[src/rtl/ebr_arbiter.sv]
// Two-port round-robin arbiter that shares one 256 x 16 EBR between two requesters,
// with a zero-fill sweep after reset or on command.
module ebr_arbiter #(
    parameter bit CLEAR_ON_RESET = 1'b1,
    parameter int ADDR_W         = 8
) (
    input  logic              CLK,
    input  logic              RST,
    input  logic              clear_start,
    output logic              busy,
    input  logic              req0_valid,
    input  logic              req1_valid,
    output logic              req0_ready,
    output logic              req1_ready,
    input  logic              req0_we,
    input  logic              req1_we,
    input  logic [ADDR_W-1:0] req0_addr,
    input  logic [ADDR_W-1:0] req1_addr,
    input  logic [15:0]       req0_wdata,
    input  logic [15:0]       req1_wdata,
    input  logic [15:0]       req0_mask_n,
    input  logic [15:0]       req1_mask_n,
    output logic              resp0_valid,
    output logic              resp1_valid,
    output logic [15:0]       resp0_rdata,
    output logic [15:0]       resp1_rdata,
    output logic [ADDR_W-1:0] ram_raddr,
    output logic [ADDR_W-1:0] ram_waddr,
    output logic [15:0]       ram_wdata,
    output logic [15:0]       ram_mask_n,
    output logic              ram_re,
    output logic              ram_we,
    input  logic [15:0]       ram_rdata
);

    typedef enum logic {
        ST_RUN   = 1'b0,
        ST_CLEAR = 1'b1
    } state_t;

    state_t              r_state;
    state_t              w_state_nxt;
    logic [ADDR_W-1:0]   r_cnt;
    logic                r_ptr;
    logic                r_rd_id;
    logic                r_ram_re;
    logic                r_ram_we;
    logic [ADDR_W-1:0]   r_ram_raddr;
    logic [ADDR_W-1:0]   r_ram_waddr;
    logic [15:0]         r_ram_wdata;
    logic [15:0]         r_ram_mask_n;
    logic                r_resp0_valid;
    logic                r_resp1_valid;

    logic                w_grant0;
    logic                w_grant1;
    logic                w_sel_we;
    logic [ADDR_W-1:0]   w_sel_addr;
    logic [15:0]         w_sel_wdata;
    logic [15:0]         w_sel_mask_n;

    // NOTE: every signal driven here gets a default first so no path leaves it unassigned (no latch).
    always_comb begin
        w_state_nxt = r_state;
        busy        = 1'b0;
        w_grant0    = 1'b0;
        w_grant1    = 1'b0;
        case (r_state)
            ST_CLEAR: begin
                busy = 1'b1;
                if (r_cnt == '1) w_state_nxt = ST_RUN;
            end
            ST_RUN: begin
                if (clear_start) begin
                    w_state_nxt = ST_CLEAR;
                end else if (!RST) begin
                    // r_ptr == 0 gives requester 0 priority on contention
                    w_grant0 = req0_valid && (!req1_valid || !r_ptr);
                    w_grant1 = req1_valid && (!req0_valid || r_ptr);
                end
            end
            default: w_state_nxt = ST_RUN;
        endcase
    end

    assign w_sel_we     = w_grant1 ? req1_we     : req0_we;
    assign w_sel_addr   = w_grant1 ? req1_addr   : req0_addr;
    assign w_sel_wdata  = w_grant1 ? req1_wdata  : req0_wdata;
    assign w_sel_mask_n = w_grant1 ? req1_mask_n : req0_mask_n;

    // NOTE: all state below is updated with non-blocking assignments so every register samples pre-edge values.
    always_ff @(posedge CLK) begin
        if (RST) begin
            r_state       <= CLEAR_ON_RESET ? ST_CLEAR : ST_RUN;
            r_cnt         <= '0;
            r_ptr         <= 1'b0;
            r_rd_id       <= 1'b0;
            r_ram_re      <= 1'b0;
            r_ram_we      <= 1'b0;
            r_ram_raddr   <= '0;
            r_ram_waddr   <= '0;
            r_ram_wdata   <= '0;
            r_ram_mask_n  <= '0;
            r_resp0_valid <= 1'b0;
            r_resp1_valid <= 1'b0;
        end else begin
            r_state       <= w_state_nxt;
            r_ram_re      <= 1'b0;
            r_ram_we      <= 1'b0;
            // data from a read issued last cycle is on ram_rdata next cycle
            r_resp0_valid <= r_ram_re && !r_rd_id;
            r_resp1_valid <= r_ram_re && r_rd_id;
            if (r_state == ST_CLEAR) begin
                r_ram_we     <= 1'b1;
                r_ram_waddr  <= r_cnt;
                r_ram_wdata  <= '0;
                r_ram_mask_n <= '0;
                r_cnt        <= r_cnt + 1'b1;
            end else if (w_grant0 || w_grant1) begin
                r_ptr   <= w_grant0;
                r_rd_id <= w_grant1;
                if (w_sel_we) begin
                    r_ram_we     <= 1'b1;
                    r_ram_waddr  <= w_sel_addr;
                    r_ram_wdata  <= w_sel_wdata;
                    r_ram_mask_n <= w_sel_mask_n;
                end else begin
                    r_ram_re    <= 1'b1;
                    r_ram_raddr <= w_sel_addr;
                end
            end
        end
    end

    assign req0_ready  = w_grant0;
    assign req1_ready  = w_grant1;
    assign ram_re      = r_ram_re;
    assign ram_we      = r_ram_we;
    assign ram_raddr   = r_ram_raddr;
    assign ram_waddr   = r_ram_waddr;
    assign ram_wdata   = r_ram_wdata;
    assign ram_mask_n  = r_ram_mask_n;
    assign resp0_valid = r_resp0_valid;
    assign resp1_valid = r_resp1_valid;
    assign resp0_rdata = ram_rdata;
    assign resp1_rdata = ram_rdata;

endmodule

[config.mk]
export PLATFORM = sky130hd
export DESIGN_NAME = ebr_arbiter
export DESIGN_NICKNAME = d
export VERILOG_FILES = /design/src/rtl/ebr_arbiter.sv
export SDC_FILE = /design/constraint.sdc
export NUM_CORES = 1
export LEC_CHECK = 0
export BUFFER_PORTS_ARGS = -buffer_cell sky130_fd_sc_hd__buf_2
export CORE_ASPECT_RATIO = 0.8
export CORE_MARGIN = 1
export CORE_UTILIZATION = 43
export DETAILED_ROUTE_END_ITERATION = 8
export GPL_ROUTABILITY_DRIVEN = 0
export PLACE_DENSITY = 0.82
export SKIP_CTS_REPAIR_TIMING = 1
export SLEW_MARGIN = 20
export SYNTH_ARGS = -nofsm -noshare
export SYNTH_HDL_FRONTEND = slang
export SYNTH_SLANG_ARGS = --single-unit
export TNS_END_PERCENT = 50
[constraint.sdc]
create_clock -name CLK -period 2.4 [get_ports CLK]
set_clock_uncertainty 0.15 [all_clocks]
set_input_delay 0.48 -clock CLK [delete_from_list [all_inputs] [get_ports CLK]]
set_output_delay 0.48 -clock CLK [all_outputs]
set_load 0.02 [all_outputs]
After elaboration in Yosys (flattened, before gate mapping)
Index checks and enable logic that the tools add are counted.

word-level totals
  input bits = 103
  output and inout bits = 87
  logic and storage cells = 57
  register bits = 63

cells by class
  bitwise operators = 3
  equality and inequality tests = 1
  add/sub/neg operators = 1
  reductions and logical operators = 19
  muxes and demuxes = 21

operators with widths
  operator                                     count
  2-to-1 mux 16 bit                            2
  2-to-1 mux 8 bit                             4
  2-to-1 mux 1 bit                             14
  adder 8 x 1 -> 8 bit, second input constant  1
  equality test 8 bit, second input constant   1
  AND reduction 2 bit                          3
  logical AND 1 bit                            4
  zero test 1 bit                              4
  nonzero test 2 bit                           2
  logical OR 1 bit                             3
  NOT 1 bit                                    3
  AND reduction 3 bit                          1
  OR reduction 3 bit                           1
  one-hot mux 1 bit (2 select lines)           1
  OR reduction 2 bit                           1

Depth between registers and ports, before layout
Gate-level depths: netlist of the first run.

  depth after elaboration = 10
  depth in mapped cells = 7
  mapped depth without buffers = 4

Worst setup path before layout of the first run
Ideal clock, no wire load.

  path type = input-to-output
  from = input port RST
  to = output port req1_ready
  stages = 6
  buffers on the path = 3
  slack = 0.311 ns
  arrival = 1.459 ns
  data required time = 1.770 ns
  cell sequence = buf_2 > nor3_2 > nand3_1 > buf_2 > buf_2 > inv_1

on the way
  cells in the longest elaborated chain, start to end = 3

RTL lines
  element           line  text
  from (decl)       8     input logic RST,
  2-to-1 mux 1 bit  76    end else if (!RST) begin
  2-to-1 mux 1 bit  74    if (clear_start) begin
  2-to-1 mux 1 bit  68    case (r_state)
  to (decl)         14    output logic req1_ready,

No other way between the ends.

Final worst setup path of the first run
  from = register r_state
  to = output port req1_ready

on the way
  cells in the longest elaborated chain, start to end = 1

RTL lines
  element                 line  text
  from (decl)             41    state_t r_state;
  from (signal assigned)  94    r_state <= CLEAR_ON_RESET ? ST_CLEAR : ST_RUN;
  from (signal assigned)  107   r_state <= w_state_nxt;
  2-to-1 mux 1 bit        68

No other way between the ends.

==> impl_metrics.ini, run 1 <==
[setup_path]
slowest_stage = dfxtp_1
startpoint = r_state
worstPathCellList = nor3_2 -> nand3_2 -> buf_12 -> inv_1 -> buf_2
start_kind = flip-flop
cp.arrival_ps = 1560
critPathMaxFanout = 22
r2r_start = r_state
critPathKind = flip-flop to output port
cpPeakStageDelay_ps = 350
cp.required_ps = 1770
end_kind = output port

[detailed_routing]
vias = 2834
drtIter0Drc = 107
ant_nets = 0
dr.pass1.iters = 8
drt_wl_total_um = 7800
remaining_drc_errors = 26
routedWlPerCell_um = 14.9
routed_via_density = 5.40

[logic_synthesis]
synth_top_family_by_area = simple AND/OR/NAND/NOR gates
postSynth.topFlopCell = dfxtp_1
synth_edf_count = 0
synth_area_leaders = dfxtp_1, mux2i_1, buf_4, a211oi_1, nor3_1
syn-instance-count = 331
synth_seq_cells = 63
synth_area_leader_cell = dfxtp_1
yosysSeqAreaShare_pct = 40.0
synth_cell_type_count = 37
synth_xor_area_share_pct = 1.95
synth_compound_area_share_pct = 13.9
synth_fa_ha_area_share_pct = 0.397
syn_area_um2 = 3150
yosys_warnings = 0
synth_fp_nets = 435
synthArstFlopShare_pct = 0
synthSimpleGateAreaFrac_pct = 17.6
synth_top_area_share_pct = 40.0
avgSynthCellArea_um2 = 9.52
muxShareOfSynthArea_pct = 13.0

[cells_and_area]
final_nets = 539
syn2layout_area_growth_pct = 22.2
multi_input_area_um2 = 1480
fillers = 624
drive_above_1_share_pct = 40.0
final_common_cell = buf_2
layout_common_cells = buf_2, dfxtp_1, mux2i_1, nor3_1, a211oi_1
antenna_cells = 0
regArea_um2 = 1260
fin_util_pct = 55.1

[clock_tree]
cts_buffers = 9
ctsLongestPathBuffers = 2
htree_levels = 3
cts.clk_slew.worst_paths_ps = 60
root_buffer = clkbuf_8
clock_latency_ps = 320
cts_tree = built
cts.sinks = 63

[sta]
setup_viol_count_final = 0
max_freq_ghz = 0.457
finalHoldViolCount = 0
tightest_slew_ps = 641
period_share_pct = 91.1
fin_crit_ps = 2190
rsz0062_at_grt = false
drv_slew = 0
setup_tns_ps = 0
relSlewSlack_pct = 57.3
fin_ws_ps = 212

[global_routing]
top_usage_layer = met2
antenna_found_initial = 0
grt.met1_usage_pct = 24.4
use_met2_pct = 34.8
grt_max_degree = 34
grt_use_total_pct = 20.5
grt_pass1_wl_um = 12300
grt_pass1_vias = 2559
use_met3_pct = 6.77
grt_overflow = 0

[floorplanning]
io_pins = 190
die_h_um = 78.6
core-area_um2 = 6990
die_area_um2 = 7680
initial_core_util_pct = 45.1
die_x_um = 97.7
num_rows = 27

[pwr]
seqPwrFrac_pct = 53.4
p_per_area_nw_per_um2 = 515
p_clk_share_pct = 39.4
power_uw = 1980
p_comb_share_pct = 7.2
ir_worst_vdd_mv = 0.275
p_int_uw = 1550
switching_power_uw = 434
netSwitchingFraction_pct = 21.9
leakagePower_uw = 0.00200

[place]
port_buffers = 141
pre_cts_ws_ps = 183
place.detailed.hpwl_um = 5800

[min_path]
hp-start = RST
min-delay-path-class = primary input to flip-flop

[status]
violations = DRC
status = finished with violations

[flow_run]
cap_viol_max_count = 0
-- Yosys cell counts (all sizes together), types with 2 or more instances --
| library cell | number |
|---|---|
| o31ai | 8 |
| nand4 | 4 |
| nor3b | 9 |
| or2 | 2 |
| nand2 | 16 |
| inv | 2 |
| xor2 | 6 |
| a21oi | 8 |
| clkbuf | 9 |
| mux2i | 41 |
| nand3 | 11 |
| dfxtp | 63 |
| or3 | 2 |
| a211oi | 32 |
| buf | 52 |
| nor3 | 34 |
| and3 | 4 |
| nor2 | 9 |
| o221ai | 8 |
-- flip-flops by register name, indices dropped and copies added, names as in the netlist, 8 cells and up --
| register | count |
|---|---|
| ram_mask_n | 16 |
| ram_wdata | 16 |
| r_cnt | 8 |
| ram_raddr | 8 |
| ram_waddr | 8 |
-- through the flow --
| step | area (um^2) | cells | hold WS, ps |
|---|---|---|---|
| 5_1_grt | 3850 | 525 | 213 |
| 3_3_place_gp | 3690 | 511 | 274 |
| 2_1_floorplan | 3150 | 331 | 262 |
| 4_1_cts | 3850 | 525 | 211 |
| 6_report | 3850 | 525 | 227 |
| 3_5_place_dp | 3690 | 511 | 297 |
-- cells by family after synthesis --
family / Yosys count
adders and majority gates: 1
and+or+nand+nor: 96
AOI/OAI and AO/OA: 60
xor gates and xnor gates: 7
muxes: 41
DFF: 63
buffers and inverters: 63
-- per-layer routing --
layer / vias to the layer above / share of wire (%)
met5: - / 0
met4: 0 / 0.78
met3: 7 / 7.8
met2: 123 / 49
met1: 1321 / 43
li1: 1383 / -
-- worst paths after layout --
kind              slack, ps           end  depth (start not counted)
setup / recovery        210    req1_ready                          5
hold / removal          230   resp0_valid                          2
setup reg to reg        420  ram_waddr[0]                          5
hold reg to reg         310   resp0_valid                          1
-- final cells by class --
class,instances,area share (%)
clock buffer,13,4.13
clock inverter,1,0.130
inverter,2,0.195
multi-input combinational,205,38.5
sequential,63,32.7
tap,87,2.83
timing repair buffer,154,21.5
-- power groups by stage --
stage	Combinational, uW	Clock, uW	Sequential [uW]
6_report	142	782	1060
5_1_grt	157	866	1060
4_1_cts	143	810	1060
3_5_place_dp	142	0	1080
3_3_place_gp	138	0	1080
2_1_floorplan	128	0	1090
-- critical path: cells and delay by family, from the launching register on --
family | cells | cell delay, ps
flops | 1 | 350
buf+inv | 3 | 410
simple gates | 2 | 480
Power figures use the tool's default switching activity.
==> run 2: changes to the inputs <==
--- a/config.mk
+++ b/config.mk
@@ -5,13 +5,12 @@
 export SDC_FILE = /design/constraint.sdc
 export NUM_CORES = 1
 export LEC_CHECK = 0
-export BUFFER_PORTS_ARGS = -buffer_cell sky130_fd_sc_hd__buf_2
 export CORE_ASPECT_RATIO = 0.8
 export CORE_MARGIN = 1
-export CORE_UTILIZATION = 43
+export CORE_UTILIZATION = 50
 export DETAILED_ROUTE_END_ITERATION = 8
-export GPL_ROUTABILITY_DRIVEN = 0
-export PLACE_DENSITY = 0.82
+export DONT_BUFFER_PORTS = 1
+export PLACE_DENSITY = 0.67
 export SKIP_CTS_REPAIR_TIMING = 1
 export SLEW_MARGIN = 20
 export SYNTH_ARGS = -nofsm -noshare
==> run 2 against run 1 <==
Effect of this change: critical path depth shrank 1; register-to-register slack lost 60 ps; the run now ends clean; first-iteration DRC count down 55%; via count decreased by 20%; global-route usage is 0.16 points lower; final cell count down 29%; highest routed layer unchanged.
==> impl_metrics.ini, run 2 (same netlist as run 1, synthesis figures left out) <==
[status]
status = finished, final reports clean

[global_routing]
grt_overflow = 0
grt_max_degree = 34
antenna_found_initial = 0
grt_pass1_vias = 2024
grt_pass1_wl_um = 10300
grt_use_total_pct = 20.3

[pwr]
ir_worst_vdd_mv = 0.274
p_per_area_nw_per_um2 = 645
power_uw = 2010
leakagePower_uw = 0.00135

[clock_tree]
cts_tree = built
cts.sinks = 63
cts_buffers = 9
root_buffer = clkbuf_8
clock_latency_ps = 330
cts.clk_slew.worst_paths_ps = 70
ctsLongestPathBuffers = 2
htree_levels = 3

[floorplanning]
die_x_um = 90.8
die_area_um2 = 6620
die_h_um = 73
initial_core_util_pct = 52.5
num_rows = 25
core-area_um2 = 6010
io_pins = 190

[sta]
setup_tns_ps = 0
rsz0062_at_grt = false
period_share_pct = 91.5
fin_crit_ps = 2200
tightest_slew_ps = 611
drv_slew = 0
fin_ws_ps = 204
setup_viol_count_final = 0
finalHoldViolCount = 0
relSlewSlack_pct = 59.2
max_freq_ghz = 0.455

[place]
port_buffers = 0
pre_cts_ws_ps = 228
place.detailed.hpwl_um = 4710
place.gp.congestion = 0.820

[setup_path]
end_kind = output port
cpLargestDelayFamily = simple AND/OR/NAND/NOR gates
cpPeakStageDelay_ps = 330
crit_buf_inv = 2
slowest_stage = dfxtp_1
cp.required_ps = 1770
cp.arrival_ps = 1570
critPathMaxFanout = 32
critPathKind = flip-flop to output port
start_kind = flip-flop
worstPathCellList = nor3_2 -> nand3_2 -> buf_12 -> inv_1

[detailed_routing]
routed_via_density = 6.09
drt_wl_total_um = 6820
vias = 2279
drtIter0Drc = 48
routedWlPerCell_um = 18.2
dr.pass1.iters = 4
remaining_drc_errors = 0
ant_nets = 0

[cells_and_area]
layout_common_cells = dfxtp_1, mux2i_1, nor3_1, a211oi_1, nand2_1
syn2layout_area_growth_pct = -0.993
fillers = 585
final_common_cell = dfxtp_1
antenna_cells = 0
final_nets = 392
drive_above_1_share_pct = 10.2
multi_input_area_um2 = 1480
regArea_um2 = 1260
fin_util_pct = 51.9

[flow_run]
cap_viol_max_count = 0

[min_path]
min-delay-path-class = primary input to flip-flop
## run 2: changes by cell type in the layout (fill, tap and decap cells not counted)
cell / previous run / this run
clkinv_2: 1 / 3
clkbuf_8: 11 / 10
bufinv_16: 0 / 1
buf_2: 141 / 0
buf_4: 11 / 5
## run 2: layer usage
layer	global-route usage, %	share of wire [%]
met5	0	0
met4	8.24	1.3
met3	8.75	9.1
met2	31.2	46
met1	25.2	44
## run 2: stage by stage
| step | hold slack, ps | instances | cell area, um^2 |
|---|---|---|---|
| finish | 60.9 | 374 | 3120 |
| global placement | 303 | 358 | 2930 |
| detailed placement | 303 | 358 | 2930 |
| floorplan | 262 | 331 | 3150 |
| global route | 36.9 | 374 | 3120 |
| CTS | 42.1 | 374 | 3120 |
## run 2: path summary, 6_finish.rpt
| path | cells after the start | from | slack [ps] | to |
|---|---|---|---|---|
| hold reg to reg | 1 | r_rd_id | 310 | resp0_valid |
| setup / recovery | 4 | r_state | 200 | req1_ready |
| hold / removal | 1 | RST | 60 | r_cnt[1] |
| setup reg to reg | 4 | r_state | 360 | ram_wdata[6] |
## run 2: power breakdown
part / switching, uW / total, uW / internal [uW]
clock network: 389 / 892 / 503
logic: 28.4 / 54.4 / 26.0
registers: 12.2 / 1070 / 1050
## run 2: layout make-up
| type | count | share of cell area (%) |
|---|---|---|
| Tap cell | 81 | 3.25 |
| Multi-Input combinational cell | 205 | 47.5 |
| Timing Repair Buffer | 7 | 2.49 |
| Sequential cell | 63 | 40.4 |
| Clock inverter | 4 | 1.44 |
| Inverter | 2 | 0.241 |
| Clock buffer | 12 | 4.65 |
## run 2: worst reg2reg max path, cell delays in order, from the launching register on
cell	delay, ps
dfxtp_1	330
or3_4	430
or3_1	580
nand2_8	270
a211oi_1	130
==> run 3: changes to the inputs <==
--- a/config.mk
+++ b/config.mk
@@ -7,10 +7,10 @@
 export LEC_CHECK = 0
 export CORE_ASPECT_RATIO = 0.8
 export CORE_MARGIN = 1
-export CORE_UTILIZATION = 50
+export CORE_UTILIZATION = 59
 export DETAILED_ROUTE_END_ITERATION = 8
 export DONT_BUFFER_PORTS = 1
-export PLACE_DENSITY = 0.67
+export PLACE_DENSITY = 0.77
 export SKIP_CTS_REPAIR_TIMING = 1
 export SLEW_MARGIN = 20
 export SYNTH_ARGS = -nofsm -noshare
==> run 3 against run 2 <==
Effect of this change: global-route usage rose by 2.6 points; final cell count down 5.1%; non-clock buffer count unchanged; count of clock-buffer cells in the layout down 2; largest power group is now clock.
==> impl_metrics.ini, run 3 (same netlist as run 1, synthesis figures left out) <==
[status]
status = finished, final reports clean

[floorplanning]
core-area_um2 = 5060
io_pins = 190
num_rows = 23
initial_core_util_pct = 62.2
die_x_um = 83.7
die_area_um2 = 5640
die_h_um = 67.4

[sta]
setup_tns_ps = 0
finalHoldViolCount = 0
relSlewSlack_pct = 59.0
fin_ws_ps = 153
drv_slew = 0
period_share_pct = 93.6
tightest_slew_ps = 616
rsz0062_at_grt = false
max_freq_ghz = 0.445
fin_crit_ps = 2250
setup_viol_count_final = 0

[clock_tree]
htree_levels = 3
cts.clk_slew.worst_paths_ps = 70
root_buffer = clkbuf_8
cts_buffers = 9
cts.sinks = 63
cts_tree = built
clock_latency_ps = 340
ctsLongestPathBuffers = 2

[global_routing]
grt_pass1_vias = 1968
grt_pass1_wl_um = 9980
grt_use_total_pct = 22.9
antenna_found_initial = 0
grt_max_degree = 34
grt_overflow = 0

[place]
port_buffers = 0
place.detailed.hpwl_um = 4790
place.gp.congestion = 0.837
pre_cts_ws_ps = 247

[detailed_routing]
drt_wl_total_um = 6810
routed_via_density = 6.56
routedWlPerCell_um = 19.2
vias = 2330
dr.pass1.iters = 4
ant_nets = 0
remaining_drc_errors = 0
drtIter0Drc = 99

[pwr]
leakagePower_uw = 0.00137
ir_worst_vdd_mv = 0.638
p_per_area_nw_per_um2 = 739
power_uw = 2330

[min_path]
min-delay-path-class = primary input to flip-flop

[cells_and_area]
layout_common_cells = dfxtp_1, mux2i_1, nor3_1, a211oi_1, nand2_1
syn2layout_area_growth_pct = 0.0793
antenna_cells = 0
final_common_cell = dfxtp_1
final_nets = 392
drive_above_1_share_pct = 10.6

[setup_path]
start_kind = flip-flop
critPathMaxFanout = 8
cp.required_ps = 1770
end_kind = output port
critPathKind = flip-flop to output port
cp.arrival_ps = 1620
rrSetupSlack_ps = 300

[flow_run]
cap_viol_max_count = 0
==> run 3: report_power, final <==
part	switching [uW]	leakage [uW]	total (uW)	internal [uW]
logic	27.7	0.000733	53.8	26.1
registers	12.8	0.000509	1070	1050
clock network	416	0.000126	1210	793
==> run 3: area by class of cell <==
type / instances / area [um^2]
Multi-Input combinational cell: 205 / 1480
Clock buffer: 10 / 128
Tap cell: 62 / 77.6
Fill cell: 411 / 1910
Inverter: 2 / 7.51
Clock inverter: 6 / 133
Timing Repair Buffer: 7 / 65.1
Sequential cell: 63 / 1260
==> run 3: routing by layer <==
layer  vias to the layer above  wire (um)  track usage (%)
li1                       1090          -                -
met1                      1092       2920             28.8
met2                       139       3080             34.6
met3                         9        764             11.9
met4                         0         56             6.99
met5                         -          0                0
==> run 3: metrics by stage <==
step / cells / area [um^2] / util [%] / hold slack (ps)
5_1_grt: 355 / 3150 / 62.3 / 32.4
4_1_cts: 355 / 3150 / 62.3 / 33.7
6_report: 355 / 3150 / 62.3 / 50.3
3_3_place_gp: 339 / 2890 / 57.1 / 277
3_5_place_dp: 339 / 2890 / 57.1 / 295
2_1_floorplan: 331 / 3150 / - / 262
==> run 3: worst max-delay path, stage by stage, from the launching register on <==
cell and delay, ps:
dfxtp_1 360, nor3_2 340, nand3_2 320, inv_1 250
==> run 3: worst paths after layout <==
check                             start  cells past startpoint              to
worst max-delay path            r_state                      3      req1_ready
worst min-delay path                RST                      1     resp0_valid
worst max register to register  r_state                      5  ram_mask_n[13]
worst min register to register  r_rd_id                      1     resp0_valid
